--- config.mk ---
export PLATFORM = sky130hd
export DESIGN_NAME = main
export DESIGN_NICKNAME = d
export VERILOG_FILES = /design/src/rtl/main.sv
export SDC_FILE = /design/constraint.sdc
export NUM_CORES = 1
export LEC_CHECK = 0
export CELL_PAD_IN_SITES_DETAIL_PLACEMENT = 0
export CELL_PAD_IN_SITES_GLOBAL_PLACEMENT = 1
export CORE_MARGIN = 4
export CORE_UTILIZATION = 24
export CTS_CLUSTER_SIZE = 10
export DETAILED_ROUTE_END_ITERATION = 10
export GPL_TIMING_DRIVEN = 0
export MAX_ROUTING_LAYER = met4
export PLACE_DENSITY = 0.68
export RECOVER_POWER = 50
export SLEW_MARGIN = 20
export SYNTH_ARGS = -nofsm -noshare
export SYNTH_HDL_FRONTEND = slang
export SYNTH_SLANG_ARGS = --single-unit
--- constraint.sdc ---
create_clock -name clk -period 1.2 [get_ports clk]
set_clock_uncertainty 0.15 [all_clocks]
set_input_delay 0.36 -clock clk [delete_from_list [all_inputs] [get_ports clk]]
set_output_delay 0.36 -clock clk [all_outputs]
set_load 0.005 [all_outputs]
--- src/rtl/main.sv ---
// Registered modular adder/subtractor, modulus m in [9,15].
// Operands are reduced mod m first; result is registered.
module main #(
  parameter logic [3:0] m = 4'b1100
) (
  input  logic clk,
  input  logic rst_n,
  input  logic s,
  input  logic x3,
  input  logic x2,
  input  logic x1,
  input  logic x0,
  input  logic y3,
  input  logic y2,
  input  logic y1,
  input  logic y0,
  output logic z3,
  output logic z2,
  output logic z1,
  output logic z0
);

  if ((m < 4'd9) || (m > 4'd15)) begin : g_bad_m
    $error("main: modulus m must be in 9..15");
  end

  localparam logic [4:0] MM = {1'b0, m};

  logic [4:0] xw;
  logic [4:0] yw;
  logic [4:0] xr;
  logic [4:0] yr;
  logic [4:0] sum;
  logic [4:0] dif;
  logic       borrow;
  logic       wrap;
  logic [4:0] res;
  logic [3:0] z_q;

  assign xw = {1'b0, x3, x2, x1, x0};
  assign yw = {1'b0, y3, y2, y1, y0};

  // Operands never exceed 2m-1, so one conditional subtract reduces them.
  always_comb begin
    xr = xw;
    yr = yw;
    if (xw >= MM) xr = xw - MM;
    if (yw >= MM) yr = yw - MM;
  end

  assign sum    = xr + yr;
  assign dif    = xr - yr;
  assign borrow = xr < yr;
  assign wrap   = sum >= MM;

  // Fold the raw sum/difference back into [0, m-1].
  always_comb begin
    res = 5'd0;
    unique case (1'b1)
      (!s &&  wrap):   res = sum - MM;
      (!s && !wrap):   res = sum;
      ( s &&  borrow): res = dif + MM;
      ( s && !borrow): res = dif;
      default:         res = 5'd0;
    endcase
  end

  // Result register; reset clears it regardless of the clock.
  always_ff @(posedge clk or negedge rst_n) begin
    if (!rst_n) z_q <= 4'd0;
    else        z_q <= res[3:0];
  end

  assign {z3, z2, z1, z0} = z_q;

endmodule

==> results.ini <==
[die]
core_area_sq_um=2250
start_util=0.256
io_pins=15
die_x_microns=57.0
placementRows=17
die_h_microns=57.0
die-area_sq_um=3250

[critical_path]
cp.arrival_ns=2.25
critPathMaxFanout=4
start_kind=primary input
setup.worst_path.end=z_q[3]
cp.required_ns=1.16
crit_type=in2reg
setup.worst_path.start=y2
cp-end-kind=flip-flop

[cells_and_area]
reg_top3=z_q (4)
final_nets=125
nFillCells=230
drive_gt1_frac=0.580
area_growth_pct=85.2
largest-register=z_q
largest_reg_flops=4
diodes=0

[global_routing]
antenna_found_initial=0
grt_overflow=0
grt_pass1_vias=576
grtUsageTotal=0.0919
grt_max_degree=7
grt_pass1_wl_microns=2290

[synth]
syn-cell-area_sq_um=577
yosys.area.top_type_share=0.217
netlist_instances=65
yosys-top-cells-area=ha_1 22%, dfrtp_1 17%, inv_1 7.2%
synth-seq-cells=4
yosysSeqAreaShare=0.174
ys.flop_type=dfrtp_1
synthTopCellsByCount=11 x inv_1, 10 x ha_1, 5 x a21oi_1
ys.warnings.count=0
yosysMostFrequentCell=inv_1
avgSynthCellArea_sq_um=8.87
synth_cell_type_count=23
syn-num-nets=88
yosysTopAreaCell=ha_1
synth_edf_count=0
synth-async-reset-ratio=1.00

[outcome]
violations=setup timing
outcome=complete, but fails checks

[sta]
hold_slack_ns=0.253
timing.final.ws_setup_ns=-1.08
period_needed_ns=2.28
fmax_mhz=438
drv_slew=0
rsz0062_at_grt=true
hold_viol=0
finalCritPeriodShare=1.90
setup_viol=5
finalSetupTns_ns=-2.24

[clock_tree]
cts_max_level=1
cts_buffer_depth=2
clk_pin_slew_worst_paths_ns=0.04
clkSinkCount=4
cts_buffers=3
cts_tree=done
cts-root-buf=clkbuf_4

[routing]
wl_per_cell_microns=11.4
drt_iter0_drc=1
drc_errors=0
ant_nets=0
dr_total_vias=547
dr.pass1.iters=4
vias_per_cell=4.27
wirelength_microns=1460

[power_and_ir_drop]
powerDensity_nw_per_um2=844
leakagePower_nw=0.486
peakVddDrop_mv=0.439

[flow_run]
maxCapViolCount=0

[placed_design]
numPortBuffers=14
hpwl_microns=957
place_congestion=0.730

[hold_path]
hp-class=in2async

## stage by stage
step / instance area [sq um] / setup slack [ns] / cells / power (mW) / util
4_1_cts: 965 / -1.07 / 124 / 0.813 / 0.428
3_5_place_dp: 825 / -1.75 / 107 / 0.567 / 0.366
6_report: 1070 / -1.08 / 128 / 0.902 / 0.474
3_3_place_gp: 825 / -1.71 / 107 / 0.561 / 0.366
5_1_grt: 1070 / -1.13 / 128 / 0.971 / 0.474
2_1_floorplan: 649 / -1.05 / 65 / 0.430 / -
## report_power, final
group	switching, mW	internal, mW
clock	0.0501	0.111
sequential	0.00459	0.163
combinational	0.245	0.329
total	0.299	0.603
## how the worst min path moves through the flow
stage,slack (ns),endpoint,cells past startpoint
after floorplan,-0.09,z_q[0],0
after global placement,0.42,z_q[2],1
after detailed placement,0.43,z_q[0],1
after CTS,0.18,z_q[1],1
after global routing,0.26,z_q[1],1
final,0.25,z_q[1],1
## final cells by class
cell class / count / area, sq um / share of cell area
Clock buffer: 3 / 22.5 / 0.0211
Inverter: 12 / 57.6 / 0.0539
Multi-Input combinational cell: 49 / 583 / 0.546
Sequential cell: 4 / 100 / 0.0937
Tap cell: 28 / 35.0 / 0.0328
Timing Repair Buffer: 32 / 270 / 0.253
## kinds of logic after synthesis
family                   after synthesis  share of synthesized area
AO/OA/AOI/OAI                         16                      0.219
adder cells (fa/ha/maj)               12                      0.286
buffers and inverters                 12                     0.0781
AND/OR/NAND/NOR                       11                      0.102
XOR/XNOR                               5                     0.0759
flip-flops                             4                      0.174
multiplexers                           3                     0.0521
other                                  2                     0.0130
## layer usage
layer  up-vias  track usage  share of wire
met4         0       0.0464              0
li1        285            -              -
met2        13        0.162           0.53
met1       249       0.0941           0.43
met3         0       0.0226          0.039
met5         -            -              0
## layout by cell type (no fill, tap or decap), types with 2 or more instances in the layout
master    Yosys  layout
buf_2         0       5
mux2i_1       3       2
xnor2_1       2       2
buf_4         0      16
buf_6         0       6
nand2b_1      2       2
ha_2          0       2
a21oi_1       5       4
nor2_1        4       4
nor2b_2       0       2
ha_4          0       4
buf_8         0       2
inv_1        11       6
ha_1         10       4
clkbuf_4      0       4
dfrtp_1       4       4
conb_1        2       2
nor2b_4       0       2
xor2_2        0       2
inv_4         0       3
inv_2         1       2
## worst max-delay path: stages
cell and delay, ns:
buf_6 0.09, nor2b_4 0.13, ha_4 0.26, a21oi_4 0.14, o31ai_4 0.10, xor2_2 0.19
ha_2 0.22, a31oi_4 0.17, mux2i_4 0.11, buf_6 0.13, o21ba_4 0.18, a22o_1 0.17
## timing repair
action | in CTS | in global routing
hold buffers | 0 | 0
gates resized for setup | 68 | 17
endpoints found under the setup margin | 8 | 7
pin swaps | 14 | 10
setup buffers | 14 | 4
Power figures use the tool's default switching activity.
